File: src/rtl/decode_pkg.sv
// Shared opcode and immediate-format constants for the decode stage.
package decode_pkg;

  localparam int unsigned INSTR_W = 32;

  // Major opcodes (instr[6:0])
  localparam logic [6:0] OPC_LOAD      = 7'b0000011;
  localparam logic [6:0] OPC_OP_IMM    = 7'b0010011;
  localparam logic [6:0] OPC_AUIPC     = 7'b0010111;
  localparam logic [6:0] OPC_OP_IMM_32 = 7'b0011011;
  localparam logic [6:0] OPC_STORE     = 7'b0100011;
  localparam logic [6:0] OPC_OP        = 7'b0110011;
  localparam logic [6:0] OPC_LUI       = 7'b0110111;
  localparam logic [6:0] OPC_OP_32     = 7'b0111011;
  localparam logic [6:0] OPC_BRANCH    = 7'b1100011;
  localparam logic [6:0] OPC_JALR      = 7'b1100111;
  localparam logic [6:0] OPC_JAL       = 7'b1101111;

  // Immediate format codes
  localparam logic [2:0] IMM_I    = 3'd0;
  localparam logic [2:0] IMM_S    = 3'd1;
  localparam logic [2:0] IMM_B    = 3'd2;
  localparam logic [2:0] IMM_U    = 3'd3;
  localparam logic [2:0] IMM_J    = 3'd4;
  localparam logic [2:0] IMM_NONE = 3'd5;
  localparam logic [2:0] IMM_BAD  = 3'd7;

endpackage

File: src/rtl/imm_gen.sv
// Combinational immediate generator: selects the format from the opcode and
// sign-extends the assembled immediate from instr[31] to XLEN.
module imm_gen
  import decode_pkg::*;
#(
  parameter int unsigned XLEN = 32
) (
  input  logic [INSTR_W-1:0] instr,
  output logic [XLEN-1:0]    imm,
  output logic [2:0]         imm_type
);

  logic [31:0] imm32;

  // Format decode; every format fits in 32 bits before the final extension
  always_comb begin
    imm32    = '0;
    imm_type = IMM_BAD;
    case (instr[6:0])
      OPC_OP_IMM, OPC_LOAD, OPC_JALR: begin
        imm_type = IMM_I;
        imm32    = {{20{instr[31]}}, instr[31:20]};
      end
      OPC_OP_IMM_32: begin
        if (XLEN == 64) begin
          imm_type = IMM_I;
          imm32    = {{20{instr[31]}}, instr[31:20]};
        end
      end
      OPC_STORE: begin
        imm_type = IMM_S;
        imm32    = {{20{instr[31]}}, instr[31:25], instr[11:7]};
      end
      OPC_BRANCH: begin
        imm_type = IMM_B;
        imm32    = {{19{instr[31]}}, instr[31], instr[7], instr[30:25], instr[11:8], 1'b0};
      end
      OPC_LUI, OPC_AUIPC: begin
        imm_type = IMM_U;
        imm32    = {instr[31:12], 12'b0};
      end
      OPC_JAL: begin
        imm_type = IMM_J;
        imm32    = {{11{instr[31]}}, instr[31], instr[19:12], instr[20], instr[30:21], 1'b0};
      end
      OPC_OP: imm_type = IMM_NONE;
      OPC_OP_32: begin
        if (XLEN == 64) imm_type = IMM_NONE;
      end
      default: ;
    endcase
    imm = XLEN'($signed(imm32));
  end

endmodule

File: src/rtl/decode_stage.sv
// Registered RV32I/RV64I decode stage with a 2-entry skid buffer.
// Optional illegal-instruction flagging is built when DECODE_ILLEGAL_CHECK_EN
// is defined; otherwise out_illegal is tied low.
module decode_stage
  import decode_pkg::*;
#(
  parameter int unsigned XLEN = 32
) (
  input  logic               clk,
  input  logic               rst_n,
  input  logic               flush,
  input  logic               in_valid,
  output logic               in_ready,
  input  logic [INSTR_W-1:0] in_instr,
  input  logic [XLEN-1:0]    in_pc,
  output logic               out_valid,
  input  logic               out_ready,
  output logic [XLEN-1:0]    out_pc,
  output logic [6:0]         out_opcode,
  output logic [4:0]         out_rd,
  output logic [2:0]         out_funct3,
  output logic [4:0]         out_rs1,
  output logic [4:0]         out_rs2,
  output logic [6:0]         out_funct7,
  output logic [XLEN-1:0]    out_imm,
  output logic [2:0]         out_imm_type,
  output logic               out_illegal
);

  typedef struct packed {
    logic [XLEN-1:0]    pc;
    logic [XLEN-1:0]    imm;
    logic [INSTR_W-1:0] instr;
    logic [2:0]         imm_type;
    logic               illegal;
  } entry_t;

  entry_t          in_entry, main_q, main_d, skid_q, skid_d;
  logic            main_valid_q, main_valid_d, skid_valid_q, skid_valid_d, in_ready_q;
  logic [XLEN-1:0] dec_imm;
  logic [2:0]      dec_imm_type;
  logic            dec_illegal;
  logic            accept;

  imm_gen #(
    .XLEN(XLEN)
  ) u_imm_gen (
    .instr   (in_instr),
    .imm     (dec_imm),
    .imm_type(dec_imm_type)
  );

`ifdef DECODE_ILLEGAL_CHECK_EN
  logic [2:0] f3;
  assign f3 = in_instr[14:12];

  // Flag unknown opcodes and reserved funct3 encodings of memory/control ops
  always_comb begin
    dec_illegal = (dec_imm_type == IMM_BAD) || (in_instr[1:0] != 2'b11);
    case (in_instr[6:0])
      OPC_LOAD:   if (f3 == 3'd7 || ((f3 == 3'd3 || f3 == 3'd6) && XLEN != 64)) dec_illegal = 1'b1;
      OPC_STORE:  if (f3 > 3'd3 || (f3 == 3'd3 && XLEN != 64)) dec_illegal = 1'b1;
      OPC_BRANCH: if (f3 == 3'd2 || f3 == 3'd3) dec_illegal = 1'b1;
      OPC_JALR:   if (f3 != 3'd0) dec_illegal = 1'b1;
      default: ;
    endcase
  end
`else
  assign dec_illegal = 1'b0;
`endif

  assign in_entry = '{pc: in_pc, imm: dec_imm, instr: in_instr, imm_type: dec_imm_type,
                      illegal: dec_illegal};
  assign accept   = in_valid && in_ready_q && !flush;

  // Buffer next-state: refill main from skid first, else from the input; stall into skid
  always_comb begin
    main_d       = main_q;
    skid_d       = skid_q;
    main_valid_d = main_valid_q;
    skid_valid_d = skid_valid_q;
    if (flush) begin
      main_valid_d = 1'b0;
      skid_valid_d = 1'b0;
    end else if (!main_valid_q || out_ready) begin
      if (skid_valid_q) begin
        // in_ready is low here, so no input can arrive this cycle
        main_d       = skid_q;
        main_valid_d = 1'b1;
        skid_valid_d = 1'b0;
      end else if (accept) begin
        main_d       = in_entry;
        main_valid_d = 1'b1;
      end else begin
        main_valid_d = 1'b0;
      end
    end else if (accept) begin
      skid_d       = in_entry;
      skid_valid_d = 1'b1;
    end
  end

  // State registers; in_ready is registered as the complement of the next skid valid
  always_ff @(posedge clk or negedge rst_n) begin
    if (!rst_n) begin
      main_q       <= '0;
      skid_q       <= '0;
      main_valid_q <= 1'b0;
      skid_valid_q <= 1'b0;
      in_ready_q   <= 1'b1;
    end else begin
      main_q       <= main_d;
      skid_q       <= skid_d;
      main_valid_q <= main_valid_d;
      skid_valid_q <= skid_valid_d;
      in_ready_q   <= !skid_valid_d;
    end
  end

  assign in_ready     = in_ready_q;
  assign out_valid    = main_valid_q;
  assign out_pc       = main_q.pc;
  assign out_opcode   = main_q.instr[6:0];
  assign out_rd       = main_q.instr[11:7];
  assign out_funct3   = main_q.instr[14:12];
  assign out_rs1      = main_q.instr[19:15];
  assign out_rs2      = main_q.instr[24:20];
  assign out_funct7   = main_q.instr[31:25];
  assign out_imm      = main_q.imm;
  assign out_imm_type = main_q.imm_type;
  assign out_illegal  = main_q.illegal;

endmodule
File: config.mk
export PLATFORM = sky130hd
export DESIGN_NAME = decode_stage
export DESIGN_NICKNAME = d
export VERILOG_FILES = /design/src/rtl/decode_pkg.sv /design/src/rtl/imm_gen.sv /design/src/rtl/decode_stage.sv
export SDC_FILE = /design/constraint.sdc
export NUM_CORES = 1
export LEC_CHECK = 0
export CAP_MARGIN = 10
export CORE_ASPECT_RATIO = 0.6
export CORE_MARGIN = 2
export CORE_UTILIZATION = 45
export DETAILED_ROUTE_END_ITERATION = 10
export GPL_ROUTABILITY_DRIVEN = 0
export PLACE_DENSITY = 0.73
export SKIP_CTS_REPAIR_TIMING = 1
export SYNTH_ARGS = -nofsm -noshare
export SYNTH_HDL_FRONTEND = slang
export SYNTH_HIERARCHICAL = 1
export SYNTH_SLANG_ARGS = --single-unit
File: constraint.sdc
create_clock -name clk -period 1.69 [get_ports clk]
set_input_delay 0.4225 -clock clk [delete_from_list [all_inputs] [get_ports clk]]
set_output_delay 0.4225 -clock clk [all_outputs]
set_load 0.05 [all_outputs]
## Yosys cells after proc, flatten, opt, wreduce, memory -nomap -nowiden

Index checks and enable logic that the tools add are counted.

| storage, ports and cells | value |
|---|---|
| register bits after elaboration | 202 |
| logic and storage cells | 46 |
| bits of input ports | 69 |
| output and inout port bits | 102 |

| operators by class | value |
|---|---|
| bitwise gates (word level) | 2 |
| reduce and logical (&&, ||, !) cells | 12 |
| multiplexer cells | 11 |
| eq/ne operators | 9 |

Operator list:

| cell | number |
|---|---|
| $mux 100 | 2 |
| $pmux 32 s5 | 1 |
| $eq 7x6->1 const B | 3 |
| $eq 7x7->1 const B | 3 |
| $pmux 3 s6 | 1 |
| $eq 7x5->1 const B | 2 |
| $eq 7x2->1 const B | 1 |
| $mux 1 | 7 |
| $reduce_and 3->1 | 2 |
| $reduce_bool 2->1 | 2 |
| $logic_not 1->1 | 3 |
| $reduce_or 3->1 | 1 |
| $logic_and 1x1->1 | 2 |
| $not 1->1 | 2 |
| $reduce_or 2->1 | 1 |
| $logic_or 1x1->1 | 1 |

## Logic depth before layout (Yosys ltp)

Gate-level depths: netlist of run 1.

| depth | value |
|---|---|
| word-level depth | 6 |
| mapped depth | 7 |

## Cells and area by module

The synthesis of run 1 kept the hierarchy.

Modules (own cells, without submodules):

| module | area an instance (µm²) | cells each | times used |
|---|---|---|---|
| decode_stage | 8627.0 | 541 | 1 |
| imm_gen | 606.8 | 84 | 1 |

## Least setup slack after synthesis of run 1

OpenSTA, ideal clock, no wires.

| path | value |
|---|---|
| path type | flip-flop to flip-flop |
| from | register main_valid_q (netlist: out_valid) |
| to | register skid_q[89] in the netlist's numbering |
| period minus slack after synthesis | 1.953 ns |
| library setup time | 0.125 ns |
| arrival time | 1.828 ns |
| stages on the path, launching flop included | 6 |
| slack | -0.263 ns |
| required time | 1.565 ns |
| cells stage by stage | dfrtp_1 > or3b_4 > nor2_4 > buf_6 > buf_6 > mux2_2 |

| between the ends | value |
|---|---|
| longest elaborated chain between the ends | 4 |

RTL lines:

| item | line | source |
|---|---|---|
| from (decl) | decode_stage.sv:39 | `logic main_valid_q, main_valid_d, skid_valid_q, skid_valid_d, in_ready_q;` |
| from (signal assigned) | decode_stage.sv:114 | `main_valid_q <= main_valid_d;` |
| $logic_not 1->1 | decode_stage.sv:85 | `end else if (!main_valid_q \|\| out_ready) begin` |
| $logic_or 1x1->1 | decode_stage.sv:85 |  |
| $not 1->1 (no line) | n/a |  |
| $reduce_and 3->1 (no line) | n/a |  |
| to (signal assigned) | decode_stage.sv:113 | `skid_q <= skid_d;` |
| to (decl) | decode_stage.sv:38 | `entry_t in_entry, main_q, main_d, skid_q, skid_d;` |

No other way between the ends.
A chain may end at the register's enable or synchronous reset.

## Final worst setup path of run 1

| path | value |
|---|---|
| from | register in_ready_q (netlist: in_ready) |
| to | register main_q, in the netlist out_funct3[0] |

| between the ends | value |
|---|---|
| longest elaborated chain between the ends | 4 |

RTL lines:

| item | line | source |
|---|---|---|
| from (decl) | decode_stage.sv:39 |  |
| from (signal assigned) | decode_stage.sv:116 | `in_ready_q <= !skid_valid_d;` |
| $logic_and 1x1->1 (2 in a row) | decode_stage.sv:74 | `assign accept = in_valid && in_ready_q && !flush;` |
| $reduce_bool 2->1 (no line) | n/a |  |
| $reduce_and 3->1 (no line) | n/a |  |
| to (signal assigned) | decode_stage.sv:112 | `main_q <= main_d;` |
| to (decl) | decode_stage.sv:38 |  |

No other way between the ends.

==> results.md, run 1 <==
- Status: complete, but fails checks
- Failing checks: setup timing
- CP Launch Type: flip-flop
- DR WL/cell: 21.3 um
- Nets: 921
- CP Class: reg -> reg
- Seq cells post-synth: 201
- Leakage: 0.00610 uW
- PortBufs: 169
- Gr usage total: 20.7%
- Vias per cell: 5.44
- Syn Std Cell Area: 9230 um2
- Slew Limit Fails: 0
- DR iter-0 viols: 308
- Max Fanout on Critical Path: 20
- Die area: 21700 um2
- Num CTS Buffers: 20
- Clock root cell: clkbuf_16
- # diodes: 0
- Die Y: 115 um
- Peak VDD IR: 0.000825 V
- Most frequent cells in the layout: dfrtp_1 (198), mux2_2 (197), buf_4 (108)
- Final WS setup: -0.0818 ns
- Cell area after placement: 11900 um2
- Starting Density: 46.0%
- Final WL: 24.2 mm
- Post-synth EDFFs: 0
- PD cells: 1110 nW/um2
- Setup-failing EPs final: 179
- Router iterations before antenna repair: 5
- Die width: 189 um
- CTS H-tree depth: 1
- Largest delay share family, worst path: flip-flops
- Commonest non-fill, non-tap cell in the layout: dfrtp_1
- CP Cell Sequence: a21oi_4 > nor3_4 > buf_12 > buf_16 > mux2_2
- Period utilisation layout: 105%
- GR Overflow Total: 0
- Fmax: 564 MHz
- DRT antenna net count: 0
- Largest net degree at the start of global routing: 52
- Slowest stage cell on the critical path: dfstp_2
- Via count: 6186
- Clk_skew: 0.00759 ns
- CTS sink cnt: 201
- DRC errors left: 0
- Floorplan row count: 40
- Fillers: 1386
- Buf/Inv on CP: 2
- Async set-or-reset flop fraction in the synthesized netlist: 100%
- Initial antenna violation count: 0
- Critical Path RT: 2.05 ns
- First-pass GRT wire length: 35.7 mm
- CP arrival: 2.14 ns
- Worst stage delay on the critical path: 0.58 ns
- Share of cells above drive strength 1: 62.2%
- Hold Violations, Final: 0
- Synth warn: 6
- Min Tclk post-route: 1.77 ns
- Max-cap viol count: 0
- Hold Crit Class: in -> reg
- Synth-to-layout area growth: 44.4%
- Final Non-Filler Cells: 1137
- Worst-Skew Late Latency: 0.48 ns
- CTS tree: yes
- I/O pin cnt: 171
- Synthesized net count: 694
- Placeable Area: 20100 um2
- Cell area after layout: 13300 um2
- Setup crit end kind: flip-flop
- Clock transition at path regs: 0.06 ns
- Syn avg cell area: 14.8 um2
- RSZ-0062 raised after global routing: true
- Placed cells: 1084
- Min Hold Slack: 0.322 ns
- Sequential element share of the synthesized area: 54.5%
- Vias in the first global route: 6485
- CTS max path bufs: 3
- Synth unique cells: 42
- Most used DFF post-synth: dfrtp_1
- HPWL after DPL: 15.9 mm
- Post-synthesis cell count: 625
==> state kept, by name, summed over array words and instances, names as in the netlist <==
register	count
out_opcode	7
out_rd	5
in_ready	1
out_funct3	3
out_pc	32
out_valid	1
out_imm_type	3
out_rs2	5
out_imm	32
out_rs1	5
skid_q	99
out_funct7	7
skid_valid_q	1
==> final timing paths <==
kind,startpoint,endpoint,slack (ns),cells after the start
setup / recovery,in_ready,out_funct3[0],-0.08,5
hold / removal,in_instr[5],skid_q[9],0.32,2
setup reg to reg,in_ready,out_funct3[0],-0.08,5
hold reg to reg,skid_q[84],skid_q[84],0.50,1
max in group asynchronous,rst_n,out_rd[0],0.68,3
min in group asynchronous,rst_n,out_pc[22],0.41,2
==> cell usage after synthesis, types with 2 or more instances <==
master | number | area [um2]
mux2_2 | 297 | 3340
dfrtp_1 | 200 | 5000
buf_2 | 19 | 95.1
clkbuf_1 | 13 | 48.8
a21o_1 | 10 | 75.1
o2bb2ai_1 | 10 | 87.6
and2_1 | 7 | 43.8
nand2_1 | 6 | 22.5
a22o_1 | 5 | 43.8
nand3_1 | 5 | 25.0
nor2b_1 | 5 | 31.3
buf_6 | 4 | 45.0
a21oi_2 | 3 | 26.3
buf_4 | 3 | 22.5
nand4b_1 | 3 | 26.3
nor2_1 | 3 | 11.3
o21ai_0 | 3 | 15.0
inv_1 | 2 | 7.51
nor3_1 | 2 | 10.0
or2_2 | 2 | 12.5
or3b_2 | 2 | 17.5
==> where the power goes <==
part	total [uW]	internal (uW)	switching (uW)	leakage [uW]
Sequential	6190	5670	515	0.00252
Clock	4440	2640	1800	0.000323
Combinational	4120	1950	2170	0.00325
==> routing by layer <==
metal / GRT usage (%) / wire length (um) / vias up
met4: 3.96 / 395 / 0
met2: 33.5 / 11300 / 185
met3: 3.14 / 1040 / 34
met1: 30.0 / 11400 / 3232
li1: - / - / 2735
met5: 0 / 0 / -
==> logic make-up after synthesis <==
family	Yosys count	share of synthesized area (%)
AOI/OAI and AO/OA	39	3.59
muxes	297	36.2
and+or+nand+nor	46	3.29
buffers and inverters	41	2.37
DFF	201	54.5
other	1	0.0406
==> final cells by class <==
| cell class | instances | area [um2] | area share, % |
|---|---|---|---|
| sequential | 201 | 5040 | 37.8 |
| multi-input combinational | 384 | 4500 | 33.7 |
| timing repair buffer | 243 | 2790 | 21.0 |
| clock buffer | 31 | 613 | 4.60 |
| tap | 273 | 342 | 2.56 |
| clock inverter | 3 | 43.8 | 0.328 |
| inverter | 2 | 7.51 | 0.0563 |
==> stage by stage <==
step	TNS [ns]	util (%)	power, uW	setup slack, ns
2_1_floorplan	-20.53	-	8520	-0.154
3_3_place_gp	-105.70	59.3	9880	-0.828
3_5_place_dp	-113.86	59.3	10000	-0.912
4_1_cts	-21.97	62.6	14500	-0.393
5_1_grt	-14.82	66.4	15300	-0.126
6_report	-6.96	66.4	14700	-0.0818
Power figures use the tool's default switching activity.
==> inputs of run 2 (changes only) <==
Settings changed: SLEW_MARGIN from default to 20.
==> results of run 2 <==
The final DEF is identical to that of run 1; final timing and power are the same.
==> inputs of run 3 (changes only) <==
Settings changed: PLACE_DENSITY 0.73 to 0.7.
Clock period 1.69 ns to 2 ns, I/O delays scaled along.
==> run 3 against run 2 <==
Effect of this change:
- setup slack better by 0.12 ns
- highest routed layer unchanged
- flip-flop and latch count is the same
- combinational power shrank 25%
- largest cell class unchanged
- the run now ends clean
- global-route usage increased by 0.10 points
==> results.md, run 3 (synthesized netlist as in run 1, its figures left out) <==
- R2r endpoint: out_funct7[6]
- PortBufs: 169 (unchanged)
- Setup crit end kind: flip-flop
- Placeable Area: 20100 um2 (unchanged)
- Post-layout power: 11900 uW (-19%)
- DR WL/cell: 20.3 um (-4.4%)
- Num CTS Buffers: 19 (-5.0%)
- CTS tree: yes
- Floorplan row count: 40 (unchanged)
- CTS sink cnt: 201 (unchanged)
- CTS H-tree depth: 1 (unchanged)
- Net Switching: 3680 uW (-18%)
- Min Hold Slack: 0.485 ns (+0.163 ns)
- Peak VDD IR: 0.000545 V (-34%)
- Relative slew slack: 65.2%
- Cells on worst reg2reg path: 5 (unchanged)
- Hold Crit Start: in_instr[4]
- Commonest non-fill, non-tap cell in the layout: mux2_2
- DP Worst Slack: -0.772 ns (+0.140 ns)
- Switching Fraction: 30.9% (+0.53 points)
- Router iterations before antenna repair: 4 (-1)
- Critical Path RT: 2.38 ns (+0.33 ns)
- Most frequent cells in the layout: mux2_2 (297), dfrtp_1 (199), buf_4 (119)
- Hold-critical path depth: 2 (unchanged)
- Setup-failing EPs final: 0 (-100%)
- R2R Setup Slk: 0.24 ns (+0.32 ns)
- DRC errors left: 0 (unchanged)
- Biggest register: skid_q
- Fmax: 510 MHz
- Multi-input logic area: 4050 um2 (-10%)
- GR Overflow Total: 0 (unchanged)
- RSZ-0062 raised after global routing: false
- CTS max path bufs: 3 (unchanged)
- Fillers: 1509 (+8.9%)
- # diodes: 0 (unchanged)
- I/O pin cnt: 171 (unchanged)
- Pint: 8220 uW (-20%)
- Status: finished, final reports clean
- Initial antenna violation count: 0 (unchanged)
- HPWL after DPL: 15.9 mm (+0.49%)
- Max Fanout on Critical Path: 7 (-65%)
- Largest net degree at the start of global routing: 56 (+7.7%)
- Share of cells above drive strength 1: 57.7% (-4.4 points)
- PD cells: 975 nW/um2 (-12%)
- Sequential Power Share: 43.5% (+1.5 points)
- Worst R2R Start: in_ready
- Slew Limit Fails: 0 (unchanged)
- CP Class: in -> reg
- Worst hold endpoint: skid_q[8]
- Vias per cell: 5.32 (-2.2%)
- Largest register FFs: 99 (unchanged)
- Max-cap viol count: 0 (unchanged)
- Leakage: 0.00566 uW (-7.1%)
- Nets: 899 (-2.4%)
- First-pass GRT wire length: 35.7 mm (about the same)
- Clock transition at path regs: 0.06 ns (about the same)
- Clk_skew: 0.0154 ns (+0.00781 ns)
- Comb pwr share: 25.8% (-2.1 points)
- Hold Crit Class: in -> reg
- Worst slew pin tran: 0.522 ns
- Min Tclk post-route: 1.96 ns
- Die Y: 115 um (unchanged)
- Period utilisation layout: 98.0%
- Vias in the first global route: 6457 (-0.43%)
- Hold Violations, Final: 0 (unchanged)
- CP Launch Type: primary input
- Clock network power share: 30.8% (+0.7 points)
- Die area: 21700 um2 (unchanged)
- Gr usage total: 20.8% (+0.10 points)
- FF+latch area: 5030 um2 (about the same)
- DRT antenna net count: 0 (unchanged)
- Final WL: 22.7 mm (-6.3%)
- Worst-Skew Late Latency: 0.50 ns (+0.02 ns)
- Clock root cell: clkbuf_16
- CP arrival: 2.34 ns (+0.20 ns)
- Synth-to-layout area growth: 32.2%
- Final WS setup: 0.0404 ns (+0.122 ns)
- Die width: 189 um (unchanged)
- Via count: 5933 (-4.1%)
- Starting Density: 46.0% (unchanged)
- DR iter-0 viols: 283 (-8.1%)
- TNS Setup: 0 ns (+6.96 ns)
-- run 3: cell count changes in the layout (fill, tap and decap cells not counted), moves of 3 or more --
| cell | previous run | this run |
|---|---|---|
| o2bb2ai_2 | 4 | 0 |
| clkdlybuf4s50_1 | 58 | 62 |
| o2bb2ai_1 | 6 | 10 |
| buf_12 | 47 | 16 |
| buf_4 | 108 | 119 |
| clkbuf_16 | 27 | 19 |
| mux2_2 | 197 | 297 |
| and2_1 | 2 | 6 |
| and2_4 | 5 | 1 |
| buf_8 | 3 | 0 |
| mux2_4 | 100 | 0 |
| dlymetal6s2s_1 | 7 | 23 |
| buf_6 | 8 | 1 |
-- run 3: power by group through the flow --
| stage | sequential, uW | clock, uW | combinational, uW |
|---|---|---|---|
| 3_5_place_dp | 5240 | 0 | 3080 |
| 2_1_floorplan | 6190 | 0 | 943 |
| 6_report | 5170 | 3660 | 3070 |
| 5_1_grt | 5260 | 3950 | 3220 |
| 4_1_cts | 5170 | 3770 | 3090 |
| 3_3_place_gp | 5180 | 0 | 3010 |
-- run 3: worst max path at each step --
stage | start | end | slack (ns)
finish | in_instr[0] | out_imm_type[2] | 0.04
global route | in_instr[3] | out_imm[2] | 0.02
CTS | in_instr[6] | out_imm[16] | -0.26
detailed placement | in_instr[6] | out_imm[16] | -0.77
global placement | in_instr[6] | out_imm[13] | -0.66
floorplan | in_instr[5] | out_imm_type[0] | 0.04
-- run 3: area by class of cell --
cell class,instances,area share [%]
Timing Repair Buffer,223,17.7
Clock inverter,7,0.748
Inverter,2,0.0615
Clock buffer,26,4.35
Multi-Input combinational cell,383,33.1
Tap cell,273,2.80
Sequential cell,201,41.2
-- run 3: critical path: stages --
cell             delay (ns)
clkdlybuf4s50_1        0.62
nand2_1                0.24
nor3_1                 0.27
o21ai_0                0.16
mux2_2                 0.29
mux2_2                 0.26
-- run 3: metal layers --
metal  track usage, %  part of all wire (%)
met5                0                     0
met4             3.80                  0.85
met3             4.46                   6.0
met2             32.9                    46
met1             30.0                    48
-- run 3: stage by stage --
stage | util (%) | std cells | cell area, um2
after CTS | 60.1 | 1111 | 12100
final | 60.8 | 1115 | 12200
after floorplan | - | 625 | 9240
after global placement | 57.0 | 1078 | 11400
after detailed placement | 57.0 | 1078 | 11400
after global routing | 60.8 | 1115 | 12200
